$ cat src/rtl/puf_pkg.sv
// Shared types for the PUF majority voter: FSM encoding, default widths and tally sizing.
package puf_pkg;

    typedef enum logic [2:0] {
        StIdle,
        StLaunch,
        StWait,
        StAccum,
        StVote,
        StHold
    } state_e;

    localparam int unsigned RespWDefault = 256;
    localparam int unsigned ChalWDefault = 8;

    // Tally must hold 0..num_eval inclusive.
    function automatic int unsigned tally_w(input int unsigned num_eval);
        return $clog2(num_eval + 1);
    endfunction

endpackage

$ cat src/rtl/puf_bit_tally.sv
// Per-bit ones counter for the PUF voter; exposes the majority vote and the non-unanimous flag.
module puf_bit_tally
    import puf_pkg::*;
#(
    parameter int unsigned NUM_EVAL = 5,
    parameter int unsigned TALLY_W  = tally_w(NUM_EVAL)
) (
    input  logic clk,
    input  logic rst_n,
    input  logic clr,
    input  logic inc,
    output logic vote,
    output logic unstable
);

    logic [TALLY_W-1:0] tally;

    always_ff @(posedge clk or negedge rst_n) begin
        if (!rst_n) begin
            tally <= '0;
        end else if (clr) begin
            tally <= '0;
        end else if (inc) begin
            tally <= tally + 1'b1;
        end
    end

    assign vote     = (tally > TALLY_W'(NUM_EVAL / 2));
    assign unstable = (tally != '0) && (tally != TALLY_W'(NUM_EVAL));

endmodule

$ cat src/rtl/puf_response_voter.sv
// Majority-vote stabiliser for the RO-PUF: re-runs the PUF NUM_EVAL times and votes per bit.
// Optional per-evaluation watchdog and tmo_err port enabled by defining PUF_VOTE_TIMEOUT_EN.
module puf_response_voter
    import puf_pkg::*;
#(
    parameter int unsigned RESP_W   = RespWDefault,
    parameter int unsigned CHAL_W   = ChalWDefault,
    parameter int unsigned NUM_EVAL = 5,
    parameter int unsigned TMO_CYC  = 65535
) (
    input  logic              clk,
    input  logic              rst_n,
    input  logic              req,
    input  logic [CHAL_W-1:0] challenge_in,
    output logic              busy,
    output logic              puf_start,
    output logic [CHAL_W-1:0] puf_challenge,
    input  logic [RESP_W-1:0] puf_response,
    input  logic              puf_done,
    output logic [RESP_W-1:0] key_out,
    output logic [RESP_W-1:0] unstable_mask,
    output logic [8:0]        unstable_cnt,
    output logic              key_valid,
    input  logic              key_ready
`ifdef PUF_VOTE_TIMEOUT_EN
    ,
    output logic              tmo_err
`endif
);

    localparam int unsigned TallyW = tally_w(NUM_EVAL);

    if ((NUM_EVAL % 2 == 0) || (NUM_EVAL < 3) || (NUM_EVAL > 15) || (RESP_W > 256) ||
        (TMO_CYC == 0)) begin : g_param_check
        $error("puf_response_voter: unsupported parameter combination");
    end

    state_e              state;
    logic [TallyW-1:0]   eval_cnt;
    logic                done_q;
    logic [RESP_W-1:0]   resp_q;
    logic                done_edge;
    logic                tally_clr;
    logic                tally_inc;
    logic [RESP_W-1:0]   vote;
    logic [RESP_W-1:0]   unstable;
    logic [8:0]          pop;

    assign done_edge = puf_done & ~done_q;
    assign tally_clr = (state == StIdle) & req;
    assign tally_inc = (state == StAccum);

    for (genvar i = 0; i < RESP_W; i++) begin : g_tally
        puf_bit_tally #(
            .NUM_EVAL (NUM_EVAL),
            .TALLY_W  (TallyW)
        ) u_tally (
            .clk      (clk),
            .rst_n    (rst_n),
            .clr      (tally_clr),
            .inc      (tally_inc & resp_q[i]),
            .vote     (vote[i]),
            .unstable (unstable[i])
        );
    end

    always_comb begin
        pop = '0;
        for (int i = 0; i < RESP_W; i++) begin
            pop = pop + 9'(unstable[i]);
        end
    end

`ifdef PUF_VOTE_TIMEOUT_EN
    localparam int unsigned TmoW = $clog2(TMO_CYC + 1);
    logic [TmoW-1:0] tmo_cnt;
`endif

    always_ff @(posedge clk or negedge rst_n) begin
        if (!rst_n) begin
            state         <= StIdle;
            eval_cnt      <= '0;
            done_q        <= 1'b0;
            resp_q        <= '0;
            busy          <= 1'b0;
            puf_start     <= 1'b0;
            puf_challenge <= '0;
            key_out       <= '0;
            unstable_mask <= '0;
            unstable_cnt  <= '0;
            key_valid     <= 1'b0;
`ifdef PUF_VOTE_TIMEOUT_EN
            tmo_cnt       <= '0;
            tmo_err       <= 1'b0;
`endif
        end else begin
            // Tracked in every state so a done left high from a previous run is never an edge.
            done_q <= puf_done;
            case (state)
                StIdle: begin
                    if (req) begin
                        state         <= StLaunch;
                        puf_challenge <= challenge_in;
                        eval_cnt      <= '0;
                        busy          <= 1'b1;
                        puf_start     <= 1'b1;
                    end
                end
                StLaunch: begin
                    puf_start <= 1'b0;
                    state     <= StWait;
`ifdef PUF_VOTE_TIMEOUT_EN
                    tmo_cnt   <= '0;
`endif
                end
                StWait: begin
                    if (done_edge) begin
                        resp_q <= puf_response;
                        state  <= StAccum;
                    end
`ifdef PUF_VOTE_TIMEOUT_EN
                    else if (tmo_cnt == TmoW'(TMO_CYC - 1)) begin
                        state         <= StHold;
                        key_valid     <= 1'b1;
                        tmo_err       <= 1'b1;
                        key_out       <= '0;
                        unstable_mask <= '1;
                        unstable_cnt  <= 9'(RESP_W);
                    end else begin
                        tmo_cnt <= tmo_cnt + 1'b1;
                    end
`endif
                end
                StAccum: begin
                    eval_cnt <= eval_cnt + 1'b1;
                    if (eval_cnt == TallyW'(NUM_EVAL - 1)) begin
                        state <= StVote;
                    end else begin
                        state     <= StLaunch;
                        puf_start <= 1'b1;
                    end
                end
                StVote: begin
                    key_out       <= vote;
                    unstable_mask <= unstable;
                    unstable_cnt  <= pop;
                    key_valid     <= 1'b1;
                    state         <= StHold;
                end
                StHold: begin
                    if (key_ready) begin
                        key_valid <= 1'b0;
                        busy      <= 1'b0;
                        state     <= StIdle;
`ifdef PUF_VOTE_TIMEOUT_EN
                        tmo_err   <= 1'b0;
`endif
                    end
                end
                default: state <= StIdle;
            endcase
        end
    end

endmodule

$ cat config.mk
export PLATFORM = sky130hd
export DESIGN_NAME = puf_response_voter
export DESIGN_NICKNAME = d
export VERILOG_FILES = /design/src/rtl/puf_pkg.sv /design/src/rtl/puf_bit_tally.sv /design/src/rtl/puf_response_voter.sv
export SDC_FILE = /design/constraint.sdc
export NUM_CORES = 2
export LEC_CHECK = 0
export ABC_AREA = 0
export ABC_CLOCK_PERIOD_IN_PS = 17300
export BUFFER_PORTS_ARGS = -buffer_cell sky130_fd_sc_hd__clkbuf_2
export CAP_MARGIN = 10
export CORE_MARGIN = 2
export CORE_UTILIZATION = 50
export CTS_BUF_LIST = sky130_fd_sc_hd__clkbuf_16
export CTS_CLUSTER_DIAMETER = 60
export DETAILED_ROUTE_END_ITERATION = 12
export PLACE_DENSITY = 0.7
export SYNTH_ARGS = -nofsm -noshare
export SYNTH_HDL_FRONTEND = slang
export SYNTH_HIERARCHICAL = 1
export SYNTH_SLANG_ARGS = --single-unit
$ cat constraint.sdc
create_clock -name clk -period 17.3 [get_ports clk]
set_input_delay 0 -clock clk [delete_from_list [all_inputs] [get_ports clk]]
set_output_delay 0 -clock clk [all_outputs]
set_load 0.02 [all_outputs]
==> metrics.txt <==
nets approximately 11000; adder-cell share of the synthesized area 0.201; Hold Path Origin puf_response[4]; crit-path leading delay family adder cells; max incr delay on CP roughly 0.64 ns; Tcrit/Tclk final 0.491; Initial Util 0.502; final WL approximately 250000 um; Synth Flop Type dfrtp_1; fmax roughly 120 MHz; setup TNS 0 ns; crit path launch g_tally[131].u_tally/tally[0]; GPL Wtd Cong between 0.8 and 0.9; Die Area about 180000 um2; Detailed Place HPWL 176000 um; placed instance area ~97000 um2; Placement Setup Slack slightly below 9 ns; max-cap violations 0; crit path capture type flop; TritonCTS buffer count ~180; ratio of cells with drive above 1 in the final layout 0.164; first-pass GRT wire length about 380000 um; GRT overflow 0; post-synthesis simple-gate area fraction 0.117; CP dominant cell by count fa_1; initial antenna violation count 8; synthesized instance count a little over 8000; Mapped Area approximately 90000 um2; # port buffers 800; Synth Net Count between 9000 and 10000; RSZ-0062 raised after global routing no; Worst slew margin 0.239; sequential area share after synthesis 0.433; row count around 160; area growth from synthesis to layout 19.2%; post-synthesis xor/xnor area fraction 0.0250; Worst Tran Pin Value about 1.1 ns; critical-path maximum fanout 4; root buf cell clkbuf_16; Async S/R FF share, synth 1.00; Vias 62700; Crit-path slowest cell fa_1; post-synth cell types 52; DR iter-0 viols around 3400; drt drc 0; Req. time, crit path between 15 and 20 ns; dpl cells around 11000; crit path buf inv count 9; later-pin clock latency in the skew report 0.84 ns; Worst setup SP type flop; vias in the first global route ~66000; IO Count between 800 and 900; Critical Path AT just over 9 ns; mux contribution to synthesized area 0.0898; remaining antenna violation count after routing 0; H-tree levels 4; final hold vios 0; synthesized area per cell approximately 11 um2; largest family of logic cells by synthesized area adder cells; FF+latch count, synth around 1600; Slew Viols, Final 0; Synth Warn # 6; Die Y ~430 um; run status completed; final-report setup violation count 0; Crit Reg-Reg Startpoint g_tally[131].u_tally/tally[0]; Total Routing Usage GR 0.269; skew final 0.0354 ns; CTS max path bufs 3; CP Class flop to flop; TritonCTS clock tree built; die width approximately 430 um; post-route minimum period roughly 8.5 ns; Hold Crit Class primary input to flop; core area roughly 180000 um2; area fraction in compound gates after synthesis 0.0840; vias per inst around 5.1; WL/cell 20.3 um; clock sink count between 1500 and 2000; post-CTS sizing 0; CTS clk-pin slew, worst paths 0.06 ns; EDFF count, synth 0; post-route setup slack 8.81 ns; total iterations of the first detailed-routing run 5; final std cells w/o fill roughly 12000; design area around 110000 um2; pin count of the biggest net entering global routing between 150 and 200
-- registers in the layout (all words and copies together) (netlist names) --
signal	cells
g_tally.u_tally/tally	768
key_out	256
resp_q	256
unstable_mask	256
unstable_cnt	9
puf_challenge	8
eval_cnt	3
state	3
busy	1
done_q	1
key_valid	1
puf_start	1
-- layer usage --
metal	up-vias	global-route usage	part of all wire
met4	2	0.170	0.071
li1	29300	-	-
met1	31500	0.325	0.40
met3	572	0.0457	0.045
met2	1392	0.446	0.48
met5	-	0	0.000053
-- layout by cell type, fill, tap and decap left out, drive strengths merged, types with 242 or more instances in the layout --
master	n
xnor2	257
inv	939
nand2	1296
a21bo	256
a21oi	262
and2	256
mux2	264
clkbuf	986
fa	242
nor2	519
mux2i	514
ha	1065
dlygate4sd3	525
nand3b	259
o21bai	259
dfrtp	1563
-- area by class of cell --
class / count / area [um2]
clock buffers: 187 / 4680
flip-flops and latches: 1563 / 39100
fillers: 14800 / 72400
inverters: 898 / 3370
clock inverters: 151 / 1140
diodes: 7 / 17.5
multi-input cells: 5633 / 46700
repair buffers: 1377 / 9770
well taps: 2370 / 2970
-- metrics by stage --
stage,hold slack (ns),utilization
after detailed placement,0.124,0.537
final,0.0810,0.598
after CTS,0.000655,0.598
after floorplan,-0.296,-
after global placement,0.125,0.537
after global routing,0.0175,0.598
-- path summary, 6_finish.rpt --
| path | end | slack, ns | cells after the start |
|---|---|---|---|
| max | unstable_cnt[7] | 8.81 | 27 |
| min | resp_q[4] | 0.08 | 3 |
| max reg2reg | unstable_cnt[7] | 8.81 | 27 |
| min reg2reg | key_out[93] | 0.47 | 2 |
| max in group asynchronous | puf_challenge[4] | 13.94 | 7 |
| min in group asynchronous | g_tally[27].u_tally/tally[2] | 0.49 | 4 |
-- logic make-up after synthesis --
| group | after synthesis |
|---|---|
| simple gates | 2356 |
| flops | 1563 |
| fa+ha+maj | 1307 |
| buf+inv | 1076 |
| compound gates | 934 |
| mux | 778 |
| xor+xnor | 258 |
-- cells in the mapped netlist, types with 2 or more instances --
library cell     n  share of area
buf_2           17        0.00094
nor2_1         519          0.022
fa_1           242          0.054
a21bo_1        256          0.028
a21o_1           2        0.00017
a21oi_2        256          0.025
o21ai_1         10        0.00055
nor2b_1          3        0.00021
xnor2_1        257          0.025
clkbuf_8         4        0.00061
mux2_2         233          0.029
and2_1         256          0.018
buf_1           11        0.00046
o21bai_1       259          0.022
a211oi_1         3        0.00025
inv_1          898          0.037
nand2_1       1296          0.054
mux2_1          31         0.0039
clkbuf_1        72         0.0030
buf_6           63         0.0078
nor3_1           3        0.00017
nand3b_1       259          0.022
nand2b_1         3        0.00021
buf_4           10        0.00083
nor3b_1          4        0.00033
nand3_1          2        0.00011
ha_1          1065           0.15
o21ai_0        134         0.0074
mux2i_1        514          0.057
dfrtp_1       1563           0.43
a21oi_1          6        0.00033
-- worst register-to-register path, cell delays in order (launching register included) --
cell and delay, ns:
dfrtp_1 0.42, inv_1 0.09, ha_1 0.20, mux2i_1 0.12, inv_1 0.09, fa_1 0.53, inv_1 0.08, fa_1 0.49
inv_1 0.07, fa_1 0.47, fa_1 0.64, inv_1 0.16, fa_1 0.44, fa_1 0.54, inv_1 0.05, fa_1 0.54
fa_1 0.53, inv_1 0.05, fa_1 0.46, fa_1 0.55, inv_1 0.06, fa_1 0.60, inv_1 0.06, ha_1 0.31
a211oi_1 0.39, o21ai_0 0.19, mux2i_1 0.17, nand3_1 0.08
-- repair_timing --
action	CTS	global route
hold buffers	526	0
setup buffers	0	0
setup endpoints to repair	0	0
endpoints found under the hold margin	552	0
Power is not shown: default switching activity piles up to over one toggle a cycle in this logic, so the estimate is an artifact.
